$ cat src/rtl/fifo_rd_packer.sv
// fifo_rd_packer
//   Read-side consumer for a byte FIFO. Pulls DATA_WIDTH-bit entries through
//   the FIFO read port (fixed read latency of one cycle) and packs PACK
//   consecutive entries into one wide word. The word leaves on a valid/ready
//   handshake. A flush request forces out a partially filled word.
//
// Ports
//   clk            clock, rising edge
//   rstN           asynchronous reset, active-high (asserted when 1)
//   fifo_empty     FIFO empty flag
//   fifo_rd_en     read strobe to the FIFO
//   fifo_data_out  FIFO read data, valid the cycle after fifo_rd_en
//   flush          single-cycle request to emit the partial word
//   out_valid      packed word available
//   out_ready      downstream accepts the word
//   out_data       packed word, entry k in bits [k*DATA_WIDTH +: DATA_WIDTH]
//   out_count      number of valid entries in out_data while out_valid=1
//   busy           entries held, read in flight, or word waiting
module fifo_rd_packer #(
  parameter  int DATA_WIDTH = 8,
  parameter  int PACK       = 4,
  localparam int CW         = $clog2(PACK + 1)
) (
  input  logic                       clk,
  input  logic                       rstN,
  input  logic                       fifo_empty,
  output logic                       fifo_rd_en,
  input  logic [DATA_WIDTH-1:0]      fifo_data_out,
  input  logic                       flush,
  output logic                       out_valid,
  input  logic                       out_ready,
  output logic [DATA_WIDTH*PACK-1:0] out_data,
  output logic [CW-1:0]              out_count,
  output logic                       busy
);

  typedef enum logic {
    FILL = 1'b0,
    HOLD = 1'b1
  } state_e;

  localparam logic [CW:0]   PACK_W = (CW + 1)'(PACK);
  localparam logic [CW-1:0] PACK_C = CW'(PACK);

  state_e                             state_q, state_d;
  logic [CW-1:0]                      cnt_q, cnt_d;
  logic                               rd_pend_q;
  logic                               flush_pend_q, flush_pend_d;
  logic [PACK-1:0][DATA_WIDTH-1:0]    lanes_q, lanes_d;
  logic [CW:0]                        committed;

  // Entries already captured plus the one still in flight; reads stop once
  // this reaches PACK so the word is never over-read.
  assign committed = {1'b0, cnt_q} + {{CW{1'b0}}, rd_pend_q};

  // NOTE: the lane array is reset like any other register because out_data
  // must read as zero from reset, and unfilled lanes of a partial word are 0.
  always_ff @(posedge clk or posedge rstN) begin
    if (rstN) begin
      state_q      <= FILL;
      cnt_q        <= '0;
      rd_pend_q    <= 1'b0;
      flush_pend_q <= 1'b0;
      lanes_q      <= '0;
    end else begin
      // NOTE: non-blocking assignments here so every register samples the
      // pre-edge value of every other register, independent of statement order.
      state_q      <= state_d;
      cnt_q        <= cnt_d;
      rd_pend_q    <= fifo_rd_en;
      flush_pend_q <= flush_pend_d;
      lanes_q      <= lanes_d;
    end
  end

  always_comb begin
    // NOTE: every output of this block gets a default first, so no path
    // leaves a signal unassigned and no latch is inferred.
    state_d      = state_q;
    cnt_d        = cnt_q;
    flush_pend_d = flush_pend_q;
    lanes_d      = lanes_q;
    fifo_rd_en   = 1'b0;

    unique case (state_q)
      FILL: begin
        // Gated by rstN so no read strobe escapes while reset is held.
        fifo_rd_en = !rstN && !fifo_empty && !flush_pend_q && (committed < PACK_W);

        // A flush only matters when there is something to emit.
        if (flush && ((cnt_q != '0) || rd_pend_q)) flush_pend_d = 1'b1;

        if (rd_pend_q) begin
          for (int k = 0; k < PACK; k++) begin
            if (cnt_q == CW'(k)) lanes_d[k] = fifo_data_out;
          end
          cnt_d = cnt_q + CW'(1);
          // A capture that completes the word emits it as a normal full word,
          // absorbing any pending flush.
          if (cnt_d == PACK_C) begin
            state_d      = HOLD;
            flush_pend_d = 1'b0;
          end
        end else if (flush_pend_q && (cnt_q != '0)) begin
          state_d = HOLD;
        end
      end

      HOLD: begin
        if (out_ready) begin
          state_d      = FILL;
          cnt_d        = '0;
          lanes_d      = '0;
          flush_pend_d = 1'b0;
        end
      end

      default: state_d = FILL;
    endcase
  end

  assign out_valid = (state_q == HOLD);
  assign out_data  = lanes_q;
  assign out_count = out_valid ? cnt_q : '0;
  assign busy      = (cnt_q != '0) || rd_pend_q || out_valid;

endmodule

$ cat config.mk
export PLATFORM = sky130hd
export DESIGN_NAME = fifo_rd_packer
export DESIGN_NICKNAME = d
export VERILOG_FILES = /design/src/rtl/fifo_rd_packer.sv
export SDC_FILE = /design/constraint.sdc
export NUM_CORES = 1
export LEC_CHECK = 0
export BUFFER_PORTS_ARGS = -buffer_cell sky130_fd_sc_hd__buf_2
export CELL_PAD_IN_SITES_DETAIL_PLACEMENT = 0
export CELL_PAD_IN_SITES_GLOBAL_PLACEMENT = 2
export CORE_UTILIZATION = 29
export DETAILED_ROUTE_END_ITERATION = 8
export PLACE_DENSITY_LB_ADDON = 0.1
export SYNTH_ARGS = -nofsm -noshare
export SYNTH_HDL_FRONTEND = slang
export SYNTH_SLANG_ARGS = --single-unit
$ cat constraint.sdc
create_clock -name clk -period 1.9 [get_ports clk]
set_input_delay 0.475 -clock clk [delete_from_list [all_inputs] [get_ports clk]]
set_output_delay 0.475 -clock clk [all_outputs]
set_load 0.01 [all_outputs]
### Word-level counts from Yosys, hierarchy flattened

Index checks and enable logic that the tools add are counted.

| word-level totals | value |
|---|---|
| memories kept | 0 |
| memory bits (writable) | 0 |
| ROM bits | 0 |
| flip-flop bits (word level) | 38 |
| logic and storage cells | 61 |
| bits in latches | 0 |
| input bits | 13 |
| output and inout bits | 38 |

| cells by class | value |
|---|---|
| multipliers | 0 |
| shifts and indexed selects | 0 |
| reduce and logical (&&, ||, !) cells | 17 |
| div/mod/pow operators | 0 |
| eq/ne operators | 10 |
| bitwise operators | 1 |
| add/subtract/negate cells | 2 |
| muxes and demuxes | 22 |
| order comparisons | 1 |

Operator list:

| operator | count |
|---|---|
| 2-to-1 mux 32 bit | 2 |
| one-hot mux 32 bit (2 select lines) | 1 |
| 2-to-1 mux 8 bit | 4 |
| != test 2 bit, second input constant | 6 |
| AND reduction 3 bit | 4 |
| 2-to-1 mux 1 bit | 9 |
| 2-to-1 mux 3 bit | 3 |
| equality test 3 x 2 -> 1 bit, second input constant | 2 |
| one-hot mux 3 bit (2 select lines) | 1 |
| logical AND 1 bit | 5 |
| adder 3 x 1 -> 4 bit | 1 |
| less-than comparator 4 x 3 -> 1 bit, second input constant | 1 |
| one-hot mux 1 bit (2 select lines) | 2 |
| adder 3 x 1 -> 3 bit, second input constant | 1 |
| equality test 3 x 1 -> 1 bit, second input constant | 1 |
| equality test 3 bit, second input constant | 1 |
| zero test 1 bit | 3 |
| zero test 3 bit | 1 |
| nonzero test 3 bit | 1 |
| logical OR 1 bit | 2 |
| AND reduction 2 bit | 1 |
| NOT 1 bit | 1 |

### Longest topological paths before layout

| depth | value |
|---|---|
| depth after elaboration | 7 |
| mapped depth | 6 |
| depth with buffers taken out | 5 |

### Worst setup path after synthesis

OpenSTA, ideal clock, no wires.

| timing path | value |
|---|---|
| kind | register to output |
| start point | register state_q (netlist: out_valid) |
| end point | output port fifo_rd_en |
| path buffers | 0 |
| data required time | 1425 ps |
| cell stages (with the launch flop) | 3 |
| arrival | 1253 ps |
| path slack | 172 ps |
| path through | dfrtp_1 or4_1 a311oi_2 |

| between the ends | value |
|---|---|
| word-level cells in the longest chain between the ends | 1 |

Ends and longest elaborated chain:

| what | line | text |
|---|---|---|
| from (decl) | 45 | `state_e state_q, state_d;` |
| from (signal assigned) | 68 | `state_q <= state_d;` |
| 2-to-1 mux 1 bit | 85 | `unique case (state_q)` |
| to (decl) | 27 | `output logic fifo_rd_en,` |

Every way passes these cells.

### Worst setup path after layout

| timing path | value |
|---|---|
| start point | register cnt_q[2] |
| end point | output port fifo_rd_en |

| between the ends | value |
|---|---|
| word-level cells in the longest chain between the ends | 4 |

Ends and longest elaborated chain:

| what | line | text |
|---|---|---|
| from (decl) | 46 | `logic [CW-1:0] cnt_q, cnt_d;` |
| from (signal assigned) | 69 | `cnt_q <= cnt_d;` |
| adder 3 x 1 -> 4 bit | 54 | `assign committed = {1'b0, cnt_q} + {{CW{1'b0}}, rd_pend_q};` |
| less-than comparator 4 x 3 -> 1 bit | 88 | `fifo_rd_en = !rstN && !fifo_empty && !flush_pend_q && (committed < PACK_W);` |
| logical AND 1 bit | 88 |  |
| 2-to-1 mux 1 bit | 85 |  |

Every way passes these cells.

==> flow_summary.yaml <==
outcome:
  status: "complete, but fails checks"
  violations: "negative setup slack"
critical_path:
  cp-end-kind: "output port"
  setup.worst_path.start: "cnt_q[2]"
  max_stage_delay_ns: 0.54
  crit_type: "reg2out"
  path_max_fanout: 2
  critPathSlowestCell: "or4_4"
  cpLargestDelayFamily: "simple AND/OR/NAND/NOR gates"
  worstReg2RegStart: "cnt_q[1]"
  worst-path-buf-inv: 1
  cp-start-kind: "register"
  path_cells: "or4_4 > a311oi_2 > buf_2"
  crit_arrival_ns: 1.63
  worstPathRequired_ns: 1.42
logic_synthesis:
  synth_edf_count: 0
  synth.area.top_cells: "dfrtp_1, nand2_1, o21ai_0, ha_1, nand3_1"
  ys_seq_elements: 38
  synth_top_area_share_pct: 56.6
  synthCells: 182
  synth_common_cells: "nand2_1, dfrtp_1, o21ai_0"
  ys_seq_area_share_pct: 56.6
  syn_avg_cell_area_um2: 9.23
  async_reset_ff_share_pct: 100
  yosysMostFrequentCell: "nand2_1"
  syn_area_mm2: 0.00168
  synth_flop_cell: "dfrtp_1"
  synth_largest_area_cell: "dfrtp_1"
  synth_nets: 200
  yosysWarnings: 0
  synth_cell_types: 25
clock_network:
  cts_sinks: 38
  cts-root-buf: "clkbuf_8"
  cts_tree: "yes"
  cts_setup_buffers: 0
  cts-buffers-inserted: 5
  clk_pin_slew_ns: 0.07
  hold_buffers: 0
  clkLatencyLatePin_ns: 0.29
  cts_buffer_depth: 2
  htree_num_levels: 2
min_path:
  min_path_type: "in2async"
timing:
  worstMarginPinSlew_ns: 0.489
  clock.fmax_ghz: 0.476
  rsz0062_at_grt: "true"
  final_max_slew_viol_count: 0
  fin_crit_ns: 2.10
  setup_slack_ns: -0.201
  fin_worst_skew_ns: 0.00307
  hold_viol: 0
  max_slew_margin_pct: 67.4
  final-setup-viol-count: 1
  fin_tns_setup_ns: -0.201
  finalCritPeriodShare_pct: 111
detailed_routing:
  antenna_left: 0
  drcViolationCount: 0
  wire_per_inst_um: 13.9
  dr_total_vias: 1397
  drtIter0Drc: 73
  routed_wl_um: 4280
  via_per_inst: 4.54
  firstDrtPassIters: 4
finish:
  drive_gt1_share_pct: 29.2
  finalNonFillerCells: 308
  n_antenna_cell: 0
  areaGrowthSynthToFinish_pct: 26.7
  nets: 253
power:
  irDropWorstVdd_uv: 385
  p_per_area_mw_per_mm2: 1200
  leakagePower_nw: 1.12
floorplanning:
  core_area_mm2: 0.00554
  start_util_pct: 30.3
  fp.dieW_um: 78.1
  fp.dieArea_mm2: 0.00610
  io-pin-count: 51
  die_h_um: 78.1
  num_rows: 27
run:
  maxCapViolCount: 0
global_routing:
  antenna_found_initial: 0
  grt-ovfl-total: 0
  grt_max_degree: 39
  grt_pass1_wl_um: 7000
  first_global_vias: 1402
  grt_usage_pct: 15.2
placement:
  place_inst: 300
  gp_congestion: 0.739
  port_buffers: 50
  dpl.hpwl_um: 3070
per-layer routing:
layer	vias to the layer above	wire, um	global-route usage, %
met3	4	217	4.07
met5	-	0	0
met1	651	1980	19.7
li1	704	-	-
met4	0	44	5.00
met2	38	2040	24.6
sequential cells by signal, indices dropped and copies added, names as in the netlist:
register	cells
out_data	32
flush_pend_q	1
out_valid	1
cnt_q	3
rd_pend_q	1
metrics by stage:
stage | power, mW | area, um2 | setup slack [ns] | utilization, % | hold WS (ns)
finish | 2.56 | 2130 | -0.201 | 38.4 | 0.300
global route | 2.76 | 2130 | -0.275 | 38.4 | 0.335
CTS | 2.60 | 2130 | -0.214 | 38.4 | 0.321
detailed placement | 1.91 | 2010 | -0.000652 | 36.4 | 0.485
global placement | 1.89 | 2010 | -0.00155 | 36.4 | 0.479
floorplan | 1.58 | 1680 | 0.172 | - | 0.483
cell type report:
type,instances,area (um2)
fillers,601,3410
flip-flops and latches,38,952
multi-input cells,130,671
repair buffers,55,288
well taps,72,90.1
clock buffers,5,68.8
clock inverters,3,40.0
inverters,5,18.8
worst paths after layout:
path / endpoint / slack, ns / cells past startpoint
worst max-delay path: fifo_rd_en / -0.20 / 3
worst min-delay path: out_data[14] / 0.30 / 3
worst max register to register: flush_pend_q / 0.40 / 5
worst min register to register: out_data[24] / 0.50 / 2
max in group asynchronous: cnt_q[0] / 1.25 / 3
min in group clk: rd_pend_q / 0.35 / 2
tightest hold or removal path: cells and delay by family:
family                 cells  cell delay (ns)
buffers and inverters      3             0.55
cell usage in the layout, fill, tap and decap left out:
master / instances
dfrtp_2: 1
o21ai_0: 25
a21oi_1: 1
bufinv_16: 1
buf_4: 5
nand3b_1: 2
and2_1: 2
o211ai_1: 1
and3b_1: 1
nand3_1: 10
nand2b_1: 2
mux2i_1: 1
buf_2: 50
dfrtp_1: 37
o22ai_1: 1
ha_1: 5
inv_1: 5
a21boi_0: 1
xnor2_1: 1
or4_4: 1
nor2_1: 1
and4bb_2: 3
clkbuf_8: 5
nor2b_1: 1
clkinv_2: 2
a311oi_2: 1
nand2_1: 68
o21ai_1: 2
power breakdown:
group          switching, mW  total (mW)  internal [mW]
clock                  0.287       0.673          0.386
combinational          0.451       0.768          0.317
sequential             0.135        1.12          0.988
timing repair:
item                                   in CTS  in global routing
setup endpoints to repair                   1                  2
gates resized for setup                     1                  1
endpoints found under the hold margin       0                  0
kinds of logic after synthesis:
kind of cell / synth area share (%)
simple gates: 24.3
flops: 56.6
compound gates: 10.5
buf+inv: 3.72
fa+ha+maj: 3.72
xor+xnor: 0.521
mux: 0.596
Power figures use the tool's default switching activity.
